## src/rtl/spi_reg_bridge.sv

```systemverilog
// Host register-access front end for an SPI master: requests are queued, packed into
// command words, issued on the master's command handshake, and read results are returned.
module spi_reg_bridge #(
    parameter int ADDR_W     = 3,
    parameter int DATA_W     = 8,
    parameter int CMD_WIDTH  = 12,
    parameter int READ_WIDTH = 8,
    parameter int FIFO_DEPTH = 4,
    parameter int TIMEOUT    = 1023
) (
    input  logic                  clk,
    input  logic                  rst_n,
    input  logic                  req_vld,
    output logic                  req_rdy,
    input  logic                  req_rw,
    input  logic [ADDR_W-1:0]     req_addr,
    input  logic [DATA_W-1:0]     req_wdata,
    output logic [CMD_WIDTH-1:0]  cmd_out,
    output logic                  cmd_vld,
    input  logic                  cmd_rdy,
    input  logic                  read_vld,
    input  logic [READ_WIDTH-1:0] read_data,
    output logic                  rsp_vld,
    input  logic                  rsp_rdy,
    output logic [READ_WIDTH-1:0] rsp_rdata,
    output logic                  rsp_err,
    output logic                  busy
);

    localparam int ENTRY_W = 1 + ADDR_W + DATA_W;
    localparam int PTR_W   = (FIFO_DEPTH > 1) ? $clog2(FIFO_DEPTH) : 1;
    localparam int CNT_W   = PTR_W + 1;
    localparam int TO_W    = $clog2(TIMEOUT + 1);

    typedef enum logic [1:0] {
        IDLE    = 2'd0,
        ISSUE   = 2'd1,
        WAIT_RD = 2'd2,
        RESP    = 2'd3
    } state_e;

    logic [ENTRY_W-1:0]    mem_q [FIFO_DEPTH];
    logic [PTR_W-1:0]      wr_ptr_q;
    logic [PTR_W-1:0]      rd_ptr_q;
    logic [CNT_W-1:0]      count_q;
    logic [CNT_W-1:0]      count_d;
    logic                  avail_q;
    state_e                state_q;
    logic [TO_W-1:0]       to_cnt_q;
    logic                  cmd_vld_q;
    logic [CMD_WIDTH-1:0]  cmd_out_q;
    logic                  rsp_vld_q;
    logic                  rsp_err_q;
    logic [READ_WIDTH-1:0] rsp_rdata_q;

    logic                  push_s;
    logic                  pop_s;
    logic [ENTRY_W-1:0]    head_s;
    logic                  head_rw_s;
    logic [CMD_WIDTH-1:0]  cmd_word_s;

    assign req_rdy    = (count_q != CNT_W'(FIFO_DEPTH));
    assign push_s     = req_vld && req_rdy;
    assign pop_s      = (state_q == IDLE) && avail_q;
    assign head_s     = mem_q[rd_ptr_q];
    assign head_rw_s  = head_s[ENTRY_W-1];
    // Reads carry no payload, so their data field is forced to zero.
    assign cmd_word_s = CMD_WIDTH'({head_rw_s, head_s[DATA_W +: ADDR_W],
                                    head_rw_s ? DATA_W'(0) : head_s[DATA_W-1:0]});

    assign cmd_out   = cmd_out_q;
    assign cmd_vld   = cmd_vld_q;
    assign rsp_vld   = rsp_vld_q;
    assign rsp_rdata = rsp_rdata_q;
    assign rsp_err   = rsp_err_q;
    assign busy      = (count_q != CNT_W'(0)) || (state_q != IDLE);

    // Occupancy next-state from push/pop.
    always_comb begin
        count_d = count_q;
        case ({push_s, pop_s})
            2'b10:   count_d = count_q + CNT_W'(1);
            2'b01:   count_d = count_q - CNT_W'(1);
            default: count_d = count_q;
        endcase
    end

    // Request storage; slots need no reset because occupancy gates every read.
    always_ff @(posedge clk) begin
        if (push_s) begin
            mem_q[wr_ptr_q] <= {req_rw, req_addr, req_wdata};
        end
    end

    // Pointers and occupancy; avail_q lags the count by one cycle, which only delays a pop.
    always_ff @(posedge clk or negedge rst_n) begin
        if (!rst_n) begin
            wr_ptr_q <= PTR_W'(0);
            rd_ptr_q <= PTR_W'(0);
            count_q  <= CNT_W'(0);
            avail_q  <= 1'b0;
        end else begin
            if (push_s) begin
                wr_ptr_q <= wr_ptr_q + PTR_W'(1);
            end
            if (pop_s) begin
                rd_ptr_q <= rd_ptr_q + PTR_W'(1);
            end
            count_q <= count_d;
            avail_q <= (count_q != CNT_W'(0));
        end
    end

    // Command issue / read-wait / response FSM with registered handshake outputs.
    always_ff @(posedge clk or negedge rst_n) begin
        if (!rst_n) begin
            state_q     <= IDLE;
            to_cnt_q    <= TO_W'(0);
            cmd_vld_q   <= 1'b0;
            cmd_out_q   <= CMD_WIDTH'(0);
            rsp_vld_q   <= 1'b0;
            rsp_err_q   <= 1'b0;
            rsp_rdata_q <= READ_WIDTH'(0);
        end else begin
            case (state_q)
                IDLE: begin
                    if (avail_q) begin
                        cmd_out_q <= cmd_word_s;
                        cmd_vld_q <= 1'b1;
                        state_q   <= ISSUE;
                    end
                end
                ISSUE: begin
                    if (cmd_rdy) begin
                        cmd_vld_q <= 1'b0;
                        if (cmd_out_q[CMD_WIDTH-1]) begin
                            to_cnt_q <= TO_W'(0);
                            state_q  <= WAIT_RD;
                        end else begin
                            state_q <= IDLE;
                        end
                    end
                end
                WAIT_RD: begin
                    to_cnt_q <= to_cnt_q + TO_W'(1);
                    // Data arriving on the final cycle still beats the timeout.
                    if (read_vld) begin
                        rsp_rdata_q <= read_data;
                        rsp_err_q   <= 1'b0;
                        rsp_vld_q   <= 1'b1;
                        state_q     <= RESP;
                    end else if (to_cnt_q == TO_W'(TIMEOUT - 1)) begin
                        rsp_rdata_q <= READ_WIDTH'(0);
                        rsp_err_q   <= 1'b1;
                        rsp_vld_q   <= 1'b1;
                        state_q     <= RESP;
                    end
                end
                RESP: begin
                    if (rsp_rdy) begin
                        rsp_vld_q <= 1'b0;
                        state_q   <= IDLE;
                    end
                end
                default: begin
                    state_q   <= IDLE;
                    cmd_vld_q <= 1'b0;
                    rsp_vld_q <= 1'b0;
                end
            endcase
        end
    end

endmodule

```

## config.mk

```make
export PLATFORM = sky130hd
export DESIGN_NAME = spi_reg_bridge
export DESIGN_NICKNAME = d
export VERILOG_FILES = /design/src/rtl/spi_reg_bridge.sv
export SDC_FILE = /design/constraint.sdc
export NUM_CORES = 1
export LEC_CHECK = 0
export BUFFER_PORTS_ARGS = -buffer_cell sky130_fd_sc_hd__buf_2
export CAP_MARGIN = 40
export CORE_MARGIN = 5
export CORE_UTILIZATION = 60
export CTS_BUF_LIST = sky130_fd_sc_hd__clkbuf_8
export CTS_CLUSTER_DIAMETER = 80
export DETAILED_ROUTE_END_ITERATION = 8
export PLACE_DENSITY_LB_ADDON = 0.12
export SETUP_SLACK_MARGIN = 0.02
export SLEW_MARGIN = 5
export SYNTH_ARGS = -nofsm -noshare
export SYNTH_HDL_FRONTEND = slang
export SYNTH_SLANG_ARGS = --single-unit
export TNS_END_PERCENT = 50
```

## constraint.sdc

```tcl
create_clock -name clk -period 2.7 [get_ports clk]
set_clock_uncertainty 0.05 [all_clocks]
set_input_delay 0.27 -clock clk [delete_from_list [all_inputs] [get_ports clk]]
set_output_delay 0.27 -clock clk [all_outputs]
set_load 0.1 [all_outputs]
```

## Word-level counts from Yosys, hierarchy flattened

Memory sizes are Yosys's and may differ from the RTL's.
Cells that the tools add are included.
W data, S select, Z words.

| storage, ports and cells | value |
|---|---|
| logic and storage cells | 70 |
| output and inout bits | 25 |
| RAM bits | 48 |
| bits in registers | 43 |
| memories | 1 |
| input port bits | 26 |

| cells by class | value |
|---|---|
| reduce and logical (&&, ||, !) cells | 17 |
| equal/unequal tests | 12 |
| add/subtract/negate cells | 5 |
| mux-type cells | 24 |

Memories:

| memory | depth | bits a word | read ports | clocked after Yosys merged registers in | wr ports | line | RTL |
|---|---|---|---|---|---|---|---|
| mem_q | 4 | 12 | 1 | 0 | 1 | 42 | `logic [ENTRY_W-1:0] mem_q [FIFO_DEPTH];` |

Operators by type and width:

| kind | count |
|---|---|
| $mux W8 | 3 |
| $mux W10 | 2 |
| $pmux W10 S2 | 1 |
| $mux W2 | 6 |
| $reduce_bool A2 Y1 | 6 |
| $add A10 B1 Y10 const B | 1 |
| $eq A10 B10 Y1 const B | 1 |
| $reduce_and A3 Y1 | 3 |
| $mux W1 | 8 |
| $ne A2 B2 Y1 const B | 4 |
| $pmux W2 S4 | 1 |
| $eq A2 B2 Y1 const B | 3 |
| $ne A3 B3 Y1 const B | 2 |
| $pmux W3 S2 | 1 |
| $add A2 B1 Y2 const B | 2 |
| $eq A2 B1 Y1 const B | 2 |
| $pmux W1 S2 | 2 |
| $reduce_and A2 Y1 | 2 |
| $reduce_and A4 Y1 | 1 |
| $add A3 B1 Y3 const B | 1 |
| $reduce_bool A3 Y1 | 1 |
| $sub A3 B1 Y3 const B | 1 |
| $logic_and A1 B1 Y1 | 2 |
| $logic_not A2 Y1 | 1 |
| $logic_or A1 B1 Y1 | 1 |

## Depth between registers and ports, before layout

| logic depth | value |
|---|---|
| depth in word-level cells | 4 |
| depth in mapped cells | 10 |
| depth with buffers taken out | 9 |

## Worst setup path before layout

OpenSTA, ideal clock, no wires.

| path | value |
|---|---|
| path kind | register to register |
| from | register count_q[1] |
| to | register count_q[2] |
| setup slack | 0.383 ns |
| cell stages (with the launch flop) | 10 |
| path buffers | 0 |
| arrival | 2.188 ns |
| setup time | 0.079 ns |
| data required time | 2.571 ns |
| period minus slack after synthesis | 2.317 ns |
| cell sequence | dfrtp_1 > or3b_4 > and2_4 > inv_1 > ha_1 > inv_1 > fa_1 > xor2_1 > nor2_1 > xor2_1 |

| on the way | value |
|---|---|
| longest elaborated chain between the ends | 4 |
| elaborated cells on any way between the ends | 8 |
| classes of those cells | add/sub (2); eq/ne (3); mux (1); reduce/logical (2) |

RTL lines:

| what | line | RTL |
|---|---|---|
| start: declaration | 45 | `logic [CNT_W-1:0] count_q;` |
| start signal: assignment | 109 | `count_q <= count_d;` |
| $ne A3 B3 Y1 * | 62 | `assign req_rdy = (count_q != CNT_W'(FIFO_DEPTH));` |
| net req_rdy | 14 | `output logic req_rdy,` |
| $logic_and A1 B1 Y1 * | 63 | `assign push_s = req_vld && req_rdy;` |
| $eq A2 B1 Y1 / $eq A2 B2 Y1 (equally long branches) | 81 | `case ({push_s, pop_s})` |
| $pmux W3 S2 / $reduce_bool A2 Y1 (equally long branches) | n/a |  |

Mark *: on every way through the listed nets, which the timed path passes. The rest lies on a longest branch.
A chain may end at the register's enable or synchronous reset.

## Worst setup path after layout

| path | value |
|---|---|
| from | register state_q[0] |
| to | register count_q[2] |

| on the way | value |
|---|---|
| longest elaborated chain between the ends | 4 |
| elaborated cells on any way between the ends | 6 |
| classes of those cells | eq/ne (2); mux (1); reduce/logical (3) |

RTL lines:

| what | line | RTL |
|---|---|---|
| start: declaration | 48 | `state_e state_q;` |
| start signal: assignment | 117 | `state_q <= IDLE;` |
| start signal: assignment | 130 | `state_q <= ISSUE;` |
| start signal: assignment | 138 | `state_q <= WAIT_RD;` |
| $logic_not A2 Y1 * | 64 | `assign pop_s = (state_q == IDLE) && avail_q;` |
| $logic_and A1 B1 Y1 * | 64 |  |
| $eq A2 B1 Y1 / $eq A2 B2 Y1 (equally long branches) | 81 |  |
| $pmux W3 S2 / $reduce_bool A2 Y1 (equally long branches) | n/a |  |

Mark *: on every way between the ends. The rest lies on a longest branch, timed or not.

==> impl_metrics.json <==
{
  "required_ps": 2920,
  "cp-start-kind": "flop",
  "cts_buffers": 9,
  "ys_seq_area_frac": 0.637,
  "drive_above_1_share": 0.286,
  "clock-sinks": 91,
  "antenna_found_initial": 0,
  "synth-xor-area-share": 0.0155,
  "cts_root_buffer": "clkbuf_8",
  "area.sequential_sq_um": 2520,
  "holdWs_ps": 85.4,
  "synthAdderAreaFrac": 0.0272,
  "relSlewSlack": 0.401,
  "crit_arrival_ps": 2510,
  "avgSynthCellArea_sq_um": 13.8,
  "multi_input_area_sq_um": 1310,
  "hp-class": "input port to flop",
  "htree_levels": 3,
  "cpPeakStageDelay_ps": 510,
  "cts_tree": "built",
  "fin_ws_ps": 413,
  "setup_viol": 0,
  "wl_per_cell_um": 16.8,
  "place_ws_ps": 410,
  "final.min_clock_period_ps": 2290,
  "initial_utilization": 0.619,
  "rows": 29,
  "grt_usage": 0.178,
  "grt_pass1_wl_um": 11700,
  "worst_pin_slew_ps": 873,
  "cp_common_cell": "xor2_1",
  "status": "completed",
  "crit_chain": "or3b_1, clkinv_8, ha_1, inv_1, fa_1, xor2_1, nor2_1, xor2_1",
  "critical_path_peak_fanout": 14,
  "vias_per_cell": 5.72,
  "io_pins": 51,
  "grt_max_degree": 23,
  "critical_path.endpoint_type": "flop",
  "maxCapViolations": 0,
  "grt_pass1_vias": 2403,
  "synth_nets": 320,
  "synth_mux_area_frac": 0.0804,
  "clock_latency_ps": 340,
  "antennaDiodeCount": 0,
  "gp_congestion": 0.771,
  "port_buffers": 50,
  "synthSimpleGateAreaFrac": 0.120,
  "clkTransAtPathRegs_ps": 80,
  "finalHoldViolations": 0,
  "yosys_warnings": 0,
  "p_per_area_nw_per_um2": 1270,
  "rsz0062_at_grt": "false",
  "ant_nets": 0,
  "ys_ff_latch": 91,
  "core_area_sq_um": 6390,
  "crit_type": "flop to flop",
  "syn_area_sq_um": 3960,
  "period_share": 0.847,
  "setup_tns_ps": 0,
  "crit_slowest_cell": "or3b_1",
  "overflow": 0,
  "synth_top_family_by_area": "simple AND/OR/NAND/NOR gates",
  "irDropWorstVdd_mv": 0.988,
  "fin_nets": 375,
  "vias": 2420,
  "totalWireLength_um": 7110,
  "hpwlAfterDp_um": 4850,
  "synth_cells": 286,
  "initialDrtViolationCount": 127,
  "die_area_sq_um": 8320,
  "drtPass1Iterations": 4,
  "clockBufferDepth": 2,
  "dieHeight_um": 91.2,
  "synth_compound_area_frac": 0.0873,
  "syn2layout_area_growth_pct": 14.0,
  "die_x_um": 91.2,
  "p_leak_uw": 0.00185,
  "slew_violations": 0,
  "fill_cells": 490,
  "synth_cell_types": 47,
  "cts_setup_buffers": 0,
  "clock.fmax_ghz": 0.437,
  "drc": 0
}
## synthesized netlist by cell type, drive strengths merged
| master | count | area [sq um] |
|---|---|---|
| a21o | 1 | 7.51 |
| a21oi | 5 | 25.0 |
| a22oi | 8 | 60.1 |
| a2bb2oi | 1 | 8.76 |
| and2 | 1 | 8.76 |
| and3 | 4 | 25.0 |
| and3b | 1 | 8.76 |
| buf | 12 | 77.6 |
| clkinv | 2 | 20.0 |
| dfrtp | 43 | 1080 |
| edfxtp | 48 | 1440 |
| fa | 1 | 20.0 |
| ha | 7 | 87.6 |
| inv | 9 | 33.8 |
| mux2 | 10 | 116 |
| mux2i | 13 | 134 |
| mux4 | 3 | 67.6 |
| nand2 | 42 | 174 |
| nand2b | 4 | 25.0 |
| nand3 | 7 | 40.0 |
| nand3b | 1 | 7.51 |
| nand4 | 9 | 56.3 |
| nand4b | 2 | 23.8 |
| nor2 | 4 | 15.0 |
| nor3 | 4 | 25.0 |
| nor4 | 1 | 6.26 |
| o21ai | 16 | 80.1 |
| o22a | 1 | 8.76 |
| o311a | 1 | 10.0 |
| o311ai | 8 | 130 |
| o31ai | 2 | 15.0 |
| or3 | 5 | 31.3 |
| or3b | 2 | 20.0 |
| or4 | 1 | 7.51 |
| xnor2 | 4 | 35.0 |
| xor2 | 3 | 26.3 |
## cells in the final DEF (no fill, tap or decap), types with 2 or more instances in the layout
| cell type | count |
|---|---|
| and3_1 | 4 |
| dfrtp_1 | 43 |
| mux2i_1 | 12 |
| nand2_1 | 41 |
| nor2_1 | 4 |
| edfxtp_1 | 48 |
| o21ai_1 | 3 |
| clkbuf_8 | 9 |
| ha_1 | 7 |
| nor3_1 | 3 |
| o31ai_1 | 2 |
| xnor2_1 | 4 |
| bufinv_16 | 2 |
| buf_4 | 4 |
| clkinv_1 | 2 |
| a22oi_1 | 8 |
| a21oi_1 | 5 |
| nand4_1 | 9 |
| or3_1 | 5 |
| mux2_2 | 9 |
| mux4_2 | 3 |
| o21ai_0 | 13 |
| inv_1 | 9 |
| nand3_1 | 6 |
| nand2b_1 | 4 |
| o311ai_2 | 8 |
| xor2_1 | 3 |
| buf_2 | 50 |
## cell families after synthesis
kind of cell / after synthesis
mux: 26
xor+xnor: 7
simple gates: 88
fa+ha+maj: 8
buf+inv: 23
compound gates: 43
flops: 91
## metal layers
| layer | wire length, um | vias up | track usage |
|---|---|---|---|
| met5 | 0 | - | 0 |
| met4 | 112 | 0 | 0.0733 |
| met3 | 279 | 10 | 0.0322 |
| met2 | 3590 | 54 | 0.299 |
| met1 | 3120 | 1187 | 0.229 |
| li1 | - | 1169 | - |
## worst max-delay path: cells and delay by family, from the launching register on
family / cells / cell delay, ps
fa+ha+maj: 2 / 560
buf+inv: 2 / 200
flops: 1 / 490
xor+xnor: 2 / 300
simple gates: 2 / 610
## layout make-up
cell class | count | share of cell area
clock buffers | 9 | 0.0275
clock inverters | 7 | 0.0203
inverters | 11 | 0.0119
multi-input cells | 172 | 0.290
flip-flops and latches | 91 | 0.559
well taps | 77 | 0.0214
repair buffers | 56 | 0.0705
## worst paths after layout
| kind | start | to | slack [ps] | cells past startpoint |
|---|---|---|---|---|
| min reg2reg | cmd_out[8] | cmd_out[8] | 430 | 2 |
| min | req_wdata[7] | mem_q[3][7] | 90 | 1 |
| max reg2reg | state_q[0] | count_q[2] | 410 | 8 |
| max | state_q[0] | count_q[2] | 410 | 8 |
| min in group asynchronous | rst_n | cmd_out[8] | 400 | 2 |
| max in group asynchronous | rst_n | rd_ptr_q[1] | 1700 | 3 |
## state kept, by name (all words and copies together) (netlist names), 2 cells and up, named ones only
signal / count
wr_ptr_q: 2
to_cnt_q: 10
count_q: 3
rsp_rdata: 8
mem_q: 48
rd_ptr_q: 2
cmd_out: 12
## through the flow
step	utilization	std cells	area, sq um	power [uW]
after floorplan	-	286	3960	4350
after global placement	0.666	405	4250	4750
after detailed placement	0.670	406	4280	4820
after CTS	0.706	423	4510	5790
after global routing	0.706	423	4510	6070
final	0.706	423	4510	5740
## where the power goes
part	switching (uW)	total, uW	leakage, uW	internal, uW
Combinational	1910	2630	0.000786	713
Clock	450	969	0.000107	519
Sequential	264	2140	0.000960	1880
Total	2630	5740	0.00185	3110
## timing repair
| item | in CTS | in global routing |
|---|---|---|
| endpoints found under the hold margin | 21 | 0 |
| gates resized for setup | 0 | 0 |
| hold buffers | 1 | 0 |
No activity file was read; power rests on OpenSTA's default activity.
